[src/rtl/line_fill_arbiter.sv]
// rtl/line_fill_arbiter.sv - round-robin cache line refill arbiter sharing one memory read port
module line_fill_arbiter #(
    parameter int NUM_CORES      = 4,
    parameter int WORDS_PER_LINE = 8,
    parameter int DATA_SIZE      = 32,
    parameter int ADDR_SIZE      = 32
) (
    input  logic                           clk,
    input  logic                           rst,
    input  logic [NUM_CORES-1:0]           req,
    input  logic [NUM_CORES*ADDR_SIZE-1:0] req_addr,
    output logic [NUM_CORES-1:0]           grant,
    output logic                           fill_valid,
    output logic [DATA_SIZE-1:0]           fill_data,
    output logic [$clog2(WORDS_PER_LINE)-1:0] fill_word,
    output logic [NUM_CORES-1:0]           fill_done,
    output logic                           mem_req,
    output logic [ADDR_SIZE-1:0]           mem_addr,
    input  logic                           mem_ack,
    input  logic                           mem_rvalid,
    input  logic [DATA_SIZE-1:0]           mem_rdata
);

    localparam int IDXW = (NUM_CORES > 1) ? $clog2(NUM_CORES) : 1;
    localparam int CNTW = $clog2(WORDS_PER_LINE);
    localparam int OFFW = $clog2(WORDS_PER_LINE * DATA_SIZE / 8);

    // Clears the byte offset within a line so bursts always start on a line boundary
    localparam logic [ADDR_SIZE-1:0] LINE_MASK = ~((ADDR_SIZE'(1) << OFFW) - ADDR_SIZE'(1));
    localparam logic [IDXW-1:0]      LAST_IDX  = IDXW'(NUM_CORES - 1);
    localparam logic [CNTW-1:0]      LAST_WORD = CNTW'(WORDS_PER_LINE - 1);

    localparam logic [1:0] ST_IDLE  = 2'd0;
    localparam logic [1:0] ST_ISSUE = 2'd1;
    localparam logic [1:0] ST_BURST = 2'd2;
    localparam logic [1:0] ST_DONE  = 2'd3;

    logic [1:0]           r_state;
    logic [NUM_CORES-1:0] r_grant;
    logic [IDXW-1:0]      r_gidx;
    logic [IDXW-1:0]      r_ptr;
    logic [CNTW-1:0]      r_cnt;
    logic [ADDR_SIZE-1:0] r_mem_addr;

    logic [ADDR_SIZE-1:0] w_addr_arr [NUM_CORES];
    logic [IDXW-1:0]      w_sel_idx;
    logic                 w_any;
    logic                 w_beat;

    genvar g;
    generate
        for (g = 0; g < NUM_CORES; g++) begin : g_addr
            assign w_addr_arr[g] = req_addr[g*ADDR_SIZE +: ADDR_SIZE];
        end
    endgenerate

    // Round-robin search: scanning offsets from far to near lets the nearest
    // requester at or after the pointer overwrite any farther candidate.
    always_comb begin : p_search
        logic [IDXW:0] v_sum;
        v_sum     = '0;
        w_sel_idx = '0;
        for (int i = NUM_CORES - 1; i >= 0; i--) begin
            v_sum = {1'b0, r_ptr} + (IDXW+1)'(i);
            if (v_sum >= (IDXW+1)'(NUM_CORES)) begin
                v_sum = v_sum - (IDXW+1)'(NUM_CORES);
            end
            if (req[v_sum[IDXW-1:0]]) begin
                w_sel_idx = v_sum[IDXW-1:0];
            end
        end
    end

    assign w_any  = |req;
    assign w_beat = (r_state == ST_BURST) && mem_rvalid;

    // Refill sequencer: arbitrate, issue the burst, count beats, then retire the grant
    always_ff @(posedge clk or posedge rst) begin
        if (rst) begin
            r_state    <= ST_IDLE;
            r_grant    <= '0;
            r_gidx     <= '0;
            r_ptr      <= '0;
            r_cnt      <= '0;
            r_mem_addr <= '0;
        end else begin
            case (r_state)
                ST_IDLE: begin
                    if (w_any) begin
                        r_grant    <= NUM_CORES'(1) << w_sel_idx;
                        r_gidx     <= w_sel_idx;
                        r_mem_addr <= w_addr_arr[w_sel_idx] & LINE_MASK;
                        r_state    <= ST_ISSUE;
                    end
                end
                ST_ISSUE: begin
                    if (mem_ack) begin
                        r_state <= ST_BURST;
                    end
                end
                ST_BURST: begin
                    if (mem_rvalid) begin
                        if (r_cnt == LAST_WORD) begin
                            r_cnt   <= '0;
                            r_state <= ST_DONE;
                        end else begin
                            r_cnt <= r_cnt + CNTW'(1);
                        end
                    end
                end
                default: begin
                    r_grant <= '0;
                    r_ptr   <= (r_gidx == LAST_IDX) ? '0 : r_gidx + IDXW'(1);
                    r_state <= ST_IDLE;
                end
            endcase
        end
    end

    assign grant      = r_grant;
    assign mem_req    = (r_state == ST_ISSUE);
    assign mem_addr   = r_mem_addr;
    assign fill_done  = (r_state == ST_DONE) ? r_grant : '0;
    assign fill_valid = w_beat;
    assign fill_data  = w_beat ? mem_rdata : '0;
    assign fill_word  = w_beat ? r_cnt : '0;

endmodule

[config.mk]
export PLATFORM = sky130hd
export DESIGN_NAME = line_fill_arbiter
export DESIGN_NICKNAME = d
export VERILOG_FILES = /design/src/rtl/line_fill_arbiter.sv
export SDC_FILE = /design/constraint.sdc
export NUM_CORES = 1
export LEC_CHECK = 0
export BUFFER_PORTS_ARGS = -buffer_cell sky130_fd_sc_hd__clkbuf_2
export CORE_AREA = 2 2 94 96
export DETAILED_ROUTE_END_ITERATION = 10
export DIE_AREA = 0 0 96 98
export GPL_ROUTABILITY_DRIVEN = 0
export PLACE_DENSITY = 0.77
export SLEW_MARGIN = 30
export SYNTH_ARGS = -nofsm -noshare
export SYNTH_HDL_FRONTEND = slang
export SYNTH_SLANG_ARGS = --single-unit
[constraint.sdc]
create_clock -name clk -period 2.3 [get_ports clk]
set_clock_uncertainty 0.2 [all_clocks]
set_input_delay 0.69 -clock clk [delete_from_list [all_inputs] [get_ports clk]]
set_output_delay 0.69 -clock clk [all_outputs]
set_load 0.02 [all_outputs]
==> results of run 1 <==
==> where the power goes <==
group / leakage [nW] / switching (mW) / internal, mW
registers: 0.499 / 0.225 / 1.05
logic: 2.05 / 1.80 / 1.51
clock network: 0.0455 / 0.235 / 0.245
total: 2.59 / 2.26 / 2.81
==> metrics by stage <==
stage	area [um^2]	setup WS, ns
after floorplan	2770	0.0160
after global placement	4070	-0.0984
after detailed placement	4070	-0.178
after CTS	4360	-0.0350
after global routing	4490	-0.0827
final	4490	-0.0184
==> registers in the layout (all words and copies together) (netlist names) <==
| register | flops |
|---|---|
| grant | 4 |
| r_state | 2 |
| r_gidx | 2 |
| r_ptr | 2 |
| mem_addr | 27 |
| r_cnt | 3 |
==> cells in the final DEF (no fill, tap or decap), types with 2 or more instances in the layout <==
master / instances
ha_1: 5
nor2b_1: 2
a21oi_1: 2
inv_1: 4
mux2_2: 2
buf_4: 20
nand2b_1: 5
nand2_1: 38
buf_8: 5
o21ai_0: 5
nor3_1: 2
buf_2: 4
mux2i_1: 55
clkbuf_2: 183
o221ai_2: 8
clkbuf_1: 2
buf_12: 6
o221ai_1: 19
clkbuf_8: 15
dfrtp_1: 40
and3_4: 5
o21ai_1: 2
conb_1: 5
buf_6: 17
a21o_1: 2
diode_2: 2
and2_1: 4
and3_1: 30
==> logic make-up after synthesis <==
logic type / count (synthesis) / synth area share
adders and majority gates: 7 / 0.0318
buffers and inverters: 35 / 0.0719
other: 1 / 0.00136
AOI/OAI and AO/OA: 45 / 0.152
DFF: 40 / 0.364
and+or+nand+nor: 90 / 0.171
muxes: 57 / 0.208
==> final timing paths <==
path | start | end
setup / recovery | r_state[1] | fill_data[9]
max in group asynchronous | rst | mem_addr[18]
min in group clk | mem_addr[10] | mem_addr[10]
hold / removal | rst | mem_addr[21]
setup reg to reg | r_state[0] | mem_addr[11]
hold reg to reg | mem_addr[10] | mem_addr[10]
==> worst max-delay path, stage by stage (launching register included) <==
cell and delay [ns]:
dfrtp_1 0.44, ha_4 0.22, buf_16 0.15, and3_1 0.18, clkbuf_8 0.15
==> layout make-up <==
| class | count | area [um^2] | share of cell area |
|---|---|---|---|
| timing repair buffer | 245 | 1620 | 0.361 |
| multi-input combinational | 204 | 1620 | 0.360 |
| sequential | 40 | 1000 | 0.223 |
| tap | 108 | 135 | 0.0301 |
| clock buffer | 8 | 90.1 | 0.0201 |
| inverter | 6 | 22.5 | 0.00501 |
| antenna | 2 | 5.00 | 0.00111 |
==> timing repair <==
item | CTS | global route
cloned | 1 | 0
pin swaps | 2 | 0
setup buffers | 3 | 0
setup endpoints to repair | 36 | 40
resized for setup | 35 | 65
==> routing by layer <==
layer  GRT usage  wire (um)  up-vias
li1            -          -     1464
met1       0.185       3190     1443
met2       0.349       4820      150
met3      0.0502        794        9
met4      0.0451        110        0
met5           0          0        -
==> impl_summary.txt, run 1 <==
----------------------------------------------------
[Synthesis]
  Most common library cells after synthesis ... 55 x mux2i_1, 40 x dfrtp_1, 38 x nand2_1
  Most common cell in the synthesized netlist ... mux2i_1
  Main synth FF type ... dfrtp_1
  Synth warn ... 0
  Sequential element share of the synthesized area ... 0.364
  #FFs+latches synth ... 40
  Cell type with the highest aggregate area in the netlist ... dfrtp_1
  Proportion of netlist area held by the largest area contributor ... 0.364
  Cell types with the largest area share after synthesis ... dfrtp_1 36%, mux2i_1 20%, and3_1 8.0%, o221ai_1 6.1%, nand2_1 5.2%
  Unique masters post-synth ... 33
  Fraction of registers with async set/reset ... 1.00
  Synthesized area per cell ... 10.0 um^2
  Synthesized cell area ... 2750 um^2
  Number of enable-type register cells in the synthesized netlist ... 0
  Instance count of the mapped netlist ... 275

[Layout]
  Final Non-Filler Cells ... 613
  Layout Area Growth over Synthesis ... 63.4%
  Final core utilization ... 0.531
  Fill cell instance count of the final layout ... 743
  Share of cells above drive strength 1 ... 0.543
  Total Nets Final ... 677

[Global route]
  Antenna violations before repair ... 2
  Number of global-route vias before repair ... 2956
  Global-route wire length before repair ... 13300 um
  Global-route usage over all layers ... 0.180
  Remaining Overflow, GRT ... 0
  Pin count of the biggest net entering global routing ... 38

[Drt]
  Vias after detailed routing ... 3066
  First-pass iteration count of the detailed router ... 4
  Post-route DRC ... 0
  Wirelength per Cell ... 14.5 um
  Drt initial violations ... 100
  Post-detailed-routing wire length ... 8910 um
  Routed Antenna Nets ... 0
  Vias/cell ... 5.00

[Clock network]
  TritonCTS clock tree ... done
  Maximum number of buffers from clock root to sink ... 2
  Hold bufs inserted after CTS ... 0
  CTS clock-pin slew for the worst setup and hold paths ... 0.08 ns
  Insertion delay of the later-clocked pin in the worst-skew pair ... 0.29 ns
  Sinks on Clock Net ... 40
  Number of buffers created by CTS ... 5
  Clock H-tree levels ... 2
  Clock root buffer master ... clkbuf_8

[Die]
  Boundary pin count ... 245
  Vertical extent of the die ... 98 um
  Initial Util ... 0.325
  Floorplan core area ... 8470 um^2
  Std cell rows ... 34
  Die outline area ... 9410 um^2
  Floorplan die width ... 96 um

[Critical path]
  Data required time at the worst endpoint ... 1.41 ns
  Kind of critical path ... flip-flop to output port
  Length in cells of the worst reg-to-reg path ... 7
  Biggest fanout along the worst timing path ... 18
  Critical Path AT ... 1.43 ns
  Sort of element at the end of the critical path ... output port
  Worst R2R Setup Slack ... 0.36 ns
  Critical path startpoint category ... flip-flop

[Timing]
  Hold Slack ... 0.213 ns
  Setup violation total in the final timing report ... 4
  Pin slew with the least headroom to its limit ... 0.742 ns
  Minimum setup slack in the final design ... -0.0184 ns
  Fin Setup TNS ... -0.0278 ns
  RSZ-0062 raised after global routing ... yes
  Worst slew margin ... 0.502
  Period minus WS final ... 2.32 ns
  Top achievable clock speed ... 431 MHz
  Portion of the clock cycle consumed by the worst path in the final layout ... 1.01
  Final Hold Viols ... 0
  Max-slew violation total from the final report ... 0

[Power]
  VDD IR max ... 510 uV
  Static leakage power ... 2.59 nW
  Pwr/cell area ... 1130 nW/um^2
  Final Total Pwr ... 5.07 mW

[Min path]
  Path category of the worst min-delay check ... input port to asynchronous set/reset pin

[Placement]
  Number of buffers added on ports ... 219
  Cell count after placement ... 599
  DPL Wire Length ... 7050 um

[Status]
  Violated checks ... setup timing
  Run status ... finished, violations left

[Flow run]
  Total of max-cap violations ... 0

----------------------------------------------------
Power figures use the tool's default switching activity.
==> run 2: changes to the inputs <==
--- a/config.mk
+++ b/config.mk
@@ -6,11 +6,12 @@
 export NUM_CORES = 1
 export LEC_CHECK = 0
 export BUFFER_PORTS_ARGS = -buffer_cell sky130_fd_sc_hd__clkbuf_2
-export CORE_AREA = 2 2 94 96
+export CORE_ASPECT_RATIO = 0.7
+export CORE_MARGIN = 2
+export CORE_UTILIZATION = 35
 export DETAILED_ROUTE_END_ITERATION = 10
-export DIE_AREA = 0 0 96 98
 export GPL_ROUTABILITY_DRIVEN = 0
-export PLACE_DENSITY = 0.77
+export PLACE_DENSITY = 0.84
 export SLEW_MARGIN = 30
 export SYNTH_ARGS = -nofsm -noshare
 export SYNTH_HDL_FRONTEND = slang
==> constraint.sdc (replaced) <==
create_clock -name clk -period 2.1 [get_ports clk]
set_clock_uncertainty 0.2 [all_clocks]
set_input_delay 0.63 -clock clk [delete_from_list [all_inputs] [get_ports clk]]
set_output_delay 0.63 -clock clk [all_outputs]
set_load 0.02 [all_outputs]
==> run 2 against run 1 <==
  * The flow still finishes with violations (setup timing)
  * Clock power up 44%
  * Register-to-register slack worse by 0.25 ns
  * Total power rose by 14%
  * Cell area is 2.5% higher
  * Combinational power grew 11%
  * Sequential cell count did not move
  * Sequential power up 9%
  * Critical path depth rose by 1
  * Core utilization is 6.4 points higher
  * Critical endpoint is now fill_data[13]
  * Largest power group unchanged
==> impl_summary.txt, run 2 (synthesis gave the netlist of run 1 again) <==
----------------------------------------------------
[Timing]
  Pin slew with the least headroom to its limit ... 0.632 ns
  Worst slew margin ... 0.576
  Top achievable clock speed ... 438 MHz
  Minimum setup slack in the final design ... -0.184 ns
  RSZ-0062 raised after global routing ... yes
  Final Hold Viols ... 0
  Portion of the clock cycle consumed by the worst path in the final layout ... 1.09
  Setup violation total in the final timing report ... 40
  Max-slew violation total from the final report ... 0
  Period minus WS final ... 2.28 ns
  Fin Setup TNS ... -6.06 ns

[Drt]
  First-pass iteration count of the detailed router ... 4
  Vias after detailed routing ... 3023
  Post-route DRC ... 0
  Post-detailed-routing wire length ... 9370 um
  Drt initial violations ... 109
  Vias/cell ... 5.00
  Routed Antenna Nets ... 0
  Wirelength per Cell ... 15.5 um

[Placement]
  Worst slack at placement ... -0.234 ns
  Number of buffers added on ports ... 219
  DPL Wire Length ... 6940 um
  Placed Area ... 4060 um^2

[Critical path]
  Worst R2R Setup Slack ... 0.11 ns
  Data required time at the worst endpoint ... 1.27 ns
  Sequence of cells on the critical path ... inv_2 > ha_4 > buf_8 > and3_2 > clkbuf_8
  Number of buffers and inverters on the critical path ... 3
  Sort of element at the end of the critical path ... output port
  Worst r2r src ... r_state[1]
  Kind of cell adding the most delay to the critical path ... flip-flops
  Kind of critical path ... flip-flop to output port
  Length in cells of the worst reg-to-reg path ... 7
  Library cell contributing the largest single delay on the critical path ... dfrtp_1
  Critical Path AT ... 1.45 ns
  Reg2reg end ... mem_addr[6]
  Biggest fanout along the worst timing path ... 20
  Critical path startpoint category ... flip-flop
  Slowest Stage Delay on Critical Path ... 0.41 ns

[Die]
  Boundary pin count ... 245
  Die outline area ... 8590 um^2
  Floorplan die width ... 110 um
  Floorplan core area ... 7740 um^2
  Initial Util ... 0.355
  Std cell rows ... 27
  Vertical extent of the die ... 78.2 um

[Clock network]
  Hold bufs inserted after CTS ... 0
  Clock H-tree levels ... 2
  Sinks on Clock Net ... 40
  Insertion delay of the later-clocked pin in the worst-skew pair ... 0.29 ns
  TritonCTS clock tree ... done
  Number of buffers created by CTS ... 5
  CTS clock-pin slew for the worst setup and hold paths ... 0.08 ns
  Clock root buffer master ... clkbuf_8
  Maximum number of buffers from clock root to sink ... 2

[Layout]
  Final Instance Area ... 4600 um^2
  Largest register FFs ... 27
  Total Nets Final ... 678
  Final core utilization ... 0.595
  Layout Area Growth over Synthesis ... 67.4%
  Most frequent cells in the layout ... 182 x clkbuf_2, 55 x mux2i_1, 40 x clkbuf_8, 40 x dfrtp_1, 38 x nand2_1
  Leading cell type in the layout, fill and taps excluded ... clkbuf_2
  Antenna diode count ... 0
  Share of cells above drive strength 1 ... 0.607
  Fill cell instance count of the final layout ... 646

[Power]
  VDD IR max ... 635 uV
  Pwr/cell area ... 1250 nW/um^2
  Static leakage power ... 2.61 nW

[Global route]
  Global-route usage over all layers ... 0.215
  Remaining Overflow, GRT ... 0
  Global-route wire length before repair ... 14400 um
  Number of global-route vias before repair ... 3033
  Antenna violations before repair ... 0
  Pin count of the biggest net entering global routing ... 38

[Flow run]
  Total of max-cap violations ... 0

[Min path]
  Path category of the worst min-delay check ... input port to asynchronous set/reset pin

[Status]
  Run status ... finished, violations left
  Violated checks ... setup timing

----------------------------------------------------
run 2: stage by stage:
stage / hold WS, ns / power [mW] / std cells
2_1_floorplan: 0.250 / 3.69 / 279
3_3_place_gp: 0.271 / 4.58 / 591
3_5_place_dp: 0.273 / 4.71 / 591
4_1_cts: 0.124 / 5.69 / 603
5_1_grt: 0.140 / 6.15 / 605
6_report: 0.114 / 5.76 / 605
run 2: how the worst max path moves through the flow:
| stage | from | end | depth (start not counted) |
|---|---|---|---|
| finish | r_state[0] | fill_data[13] | 5 |
| global route | r_state[0] | fill_data[12] | 5 |
| global placement | req[1] | mem_addr[26] | 7 |
| detailed placement | req[1] | mem_addr[23] | 7 |
| floorplan | mem_rvalid | fill_data[0] | 3 |
| CTS | r_state[0] | fill_data[25] | 5 |
run 2: timing repair:
item / CTS / global route
pin swaps: 0 / 3
gates resized for setup: 79 / 13
endpoints found under the setup margin: 40 / 41
hold endpoints to repair: 0 / 0
cloned: 0 / 0
buffers inserted: 4 / 2
run 2: routing by layer:
| metal | part of all wire | routed length, um | global-route usage | vias to the layer above |
|---|---|---|---|---|
| met5 | 0 | 0 | 0 | - |
| met3 | 0.056 | 520 | 0.0482 | 20 |
| li1 | - | - | - | 1455 |
| met1 | 0.41 | 3860 | 0.261 | 1443 |
| met4 | 0.021 | 194 | 0.0722 | 0 |
| met2 | 0.51 | 4800 | 0.373 | 105 |
run 2: area by class of cell:
cell class / instances / area (um^2) / share of cell area
repair buffers: 246 / 1680 / 0.365
multi-input cells: 204 / 1650 / 0.358
flip-flops and latches: 40 / 1000 / 0.217
well taps: 101 / 126 / 0.0274
clock buffers: 7 / 96.3 / 0.0209
clock inverters: 1 / 30.0 / 0.00652
inverters: 6 / 22.5 / 0.00489
run 2: where the power goes:
part           leakage, nW  internal [mW]  switching, mW
Combinational         2.04           1.68           1.98
Sequential           0.499           1.15          0.252
Clock               0.0645          0.419          0.271
==> run 3: changes to the inputs <==
--- a/config.mk
+++ b/config.mk
@@ -7,7 +7,7 @@
 export LEC_CHECK = 0
 export BUFFER_PORTS_ARGS = -buffer_cell sky130_fd_sc_hd__clkbuf_2
 export CORE_ASPECT_RATIO = 0.7
-export CORE_MARGIN = 2
+export CORE_MARGIN = 5
 export CORE_UTILIZATION = 35
 export DETAILED_ROUTE_END_ITERATION = 10
 export GPL_ROUTABILITY_DRIVEN = 0
==> run 3 against run 2 <==
  * The run still ends with setup timing left
  * Global-route usage is 0.61 points lower
  * Setup slack worse by 0.018 ns
  * Non-clock buffer count did not move
  * Worst hold slack better by 0.0027 ns
  * Critical endpoint is now fill_data[20]
  * Combinational power rose by 11%
  * Clock-buffer cell count rose by 1
==> impl_summary.txt, run 3 (synthesis gave the netlist of run 1 again) <==
----------------------------------------------------
[Layout]
  Share of cells above drive strength 1 ... 0.613
  Layout Area Growth over Synthesis ... 75.5%
  Final Non-Filler Cells ... 605
  Leading cell type in the layout, fill and taps excluded ... clkbuf_2
  Total Nets Final ... 678
  Final core utilization ... 0.621
  Most frequent cells in the layout ... 178 x clkbuf_2, 55 x mux2i_1, 40 x dfrtp_1
  Largest register FFs ... 27
  Antenna diode count ... 0

[Critical path]
  Sort of element at the end of the critical path ... output port
  Critical Path AT ... 1.47 ns
  Kind of critical path ... flip-flop to output port
  Number of buffers and inverters on the critical path ... 3
  Critical path startpoint category ... flip-flop
  Biggest fanout along the worst timing path ... 19
  Kind of cell adding the most delay to the critical path ... flip-flops
  Source of the critical timing path ... r_state[0]
  Library cell contributing the largest single delay on the critical path ... dfrtp_1
  Sequence of cells on the critical path ... inv_2 > ha_4 > buf_12 > and3_2 > clkbuf_8
  Data required time at the worst endpoint ... 1.27 ns
  Worst R2R Setup Slack ... 0.04 ns
  Worst r2r src ... r_state[1]
  Slowest Stage Delay on Critical Path ... 0.39 ns

[Placement]
  DPL Wire Length ... 7500 um
  Number of buffers added on ports ... 219
  Cell count after placement ... 588
  Worst slack at placement ... -0.247 ns

[Status]
  Violated checks ... setup timing
  Run status ... finished, violations left

[Global route]
  Remaining Overflow, GRT ... 0
  Number of global-route vias before repair ... 3409
  Antenna violations before repair ... 0
  Global-route wire length before repair ... 16400 um
  Pin count of the biggest net entering global routing ... 33
  Global-route usage over all layers ... 0.209

[Timing]
  Worst slew margin ... 0.613
  Final Hold Viols ... 0
  RSZ-0062 raised after global routing ... yes
  Pin slew with the least headroom to its limit ... 0.581 ns
  Period minus WS final ... 2.30 ns
  Max-slew violation total from the final report ... 0
  Setup violation total in the final timing report ... 41
  Minimum setup slack in the final design ... -0.202 ns
  Portion of the clock cycle consumed by the worst path in the final layout ... 1.10
  Top achievable clock speed ... 434 MHz

[Die]
  Std cell rows ... 27
  Boundary pin count ... 245
  Vertical extent of the die ... 84.2 um
  Floorplan die width ... 116 um
  Initial Util ... 0.354
  Die outline area ... 9760 um^2
  Floorplan core area ... 7770 um^2

[Clock network]
  Maximum number of buffers from clock root to sink ... 2
  Sinks on Clock Net ... 40
  Hold bufs inserted after CTS ... 0
  TritonCTS clock tree ... done
  Number of buffers created by CTS ... 5
  CTS clock-pin slew for the worst setup and hold paths ... 0.06 ns
  Clock root buffer master ... clkbuf_16
  Clock H-tree levels ... 2
  Insertion delay of the later-clocked pin in the worst-skew pair ... 0.27 ns

[Drt]
  Post-detailed-routing wire length ... 10900 um
  Post-route DRC ... 0
  First-pass iteration count of the detailed router ... 4
  Wirelength per Cell ... 18.1 um
  Routed Antenna Nets ... 0
  Vias/cell ... 5.14
  Drt initial violations ... 194
  Vias after detailed routing ... 3112

[Flow run]
  Total of max-cap violations ... 0

[Power]
  Final Total Pwr ... 6.24 mW
  Static leakage power ... 2.68 nW
  VDD IR max ... 601 uV
  Pwr/cell area ... 1290 nW/um^2

[Min path]
  Path category of the worst min-delay check ... input port to asynchronous set/reset pin

----------------------------------------------------
## run 3: changes by cell type in the layout (fill, tap and decap cells not counted), moves of 2 or more
cell | before | now
buf_4 | 22 | 14
ha_4 | 1 | 3
clkbuf_2 | 182 | 178
clkbuf_8 | 40 | 33
and3_1 | 3 | 1
buf_6 | 1 | 4
ha_2 | 3 | 1
buf_12 | 4 | 7
clkbuf_1 | 0 | 2
clkbuf_16 | 0 | 8
buf_16 | 0 | 2
and3_4 | 3 | 5
buf_8 | 4 | 6
## run 3: final timing paths
kind | end | cells past startpoint
worst max register to register | mem_addr[7] | 8
worst max-delay path | fill_data[20] | 5
min in group clk | mem_addr[20] | 2
worst min-delay path | mem_addr[24] | 2
worst min register to register | mem_addr[20] | 2
max in group asynchronous | mem_addr[12] | 3
## run 3: what timing repair did
item,CTS,global route
cloned,1,3
gates resized for setup,83,28
pin swaps,1,3
buffers inserted,3,2
endpoints found under the setup margin,40,66
## run 3: cell type report
cell class / instances / area (um^2)
multi-input cells: 204 / 1690
fillers: 618 / 2940
clock buffers: 8 / 146
flip-flops and latches: 40 / 1000
well taps: 101 / 126
repair buffers: 246 / 1840
inverters: 6 / 25.0
## run 3: per-layer routing
layer	GRT usage	share of wire
met4	0.0811	0.022
met1	0.243	0.38
met2	0.368	0.53
met3	0.0519	0.069
met5	0	0
## run 3: metrics by stage
stage	setup TNS [ns]	hold slack, ns	cell area, um^2
floorplan	-1.00	0.250	2820
global placement	-4.14	0.266	4080
detailed placement	-5.45	0.274	4080
CTS	-4.97	0.130	4640
global route	-8.33	0.148	4830
finish	-6.48	0.116	4830
## run 3: power breakdown
part,switching [mW],internal [mW]
Sequential,0.260,1.15
Clock,0.291,0.474
Combinational,2.15,1.91
Total,2.70,3.54
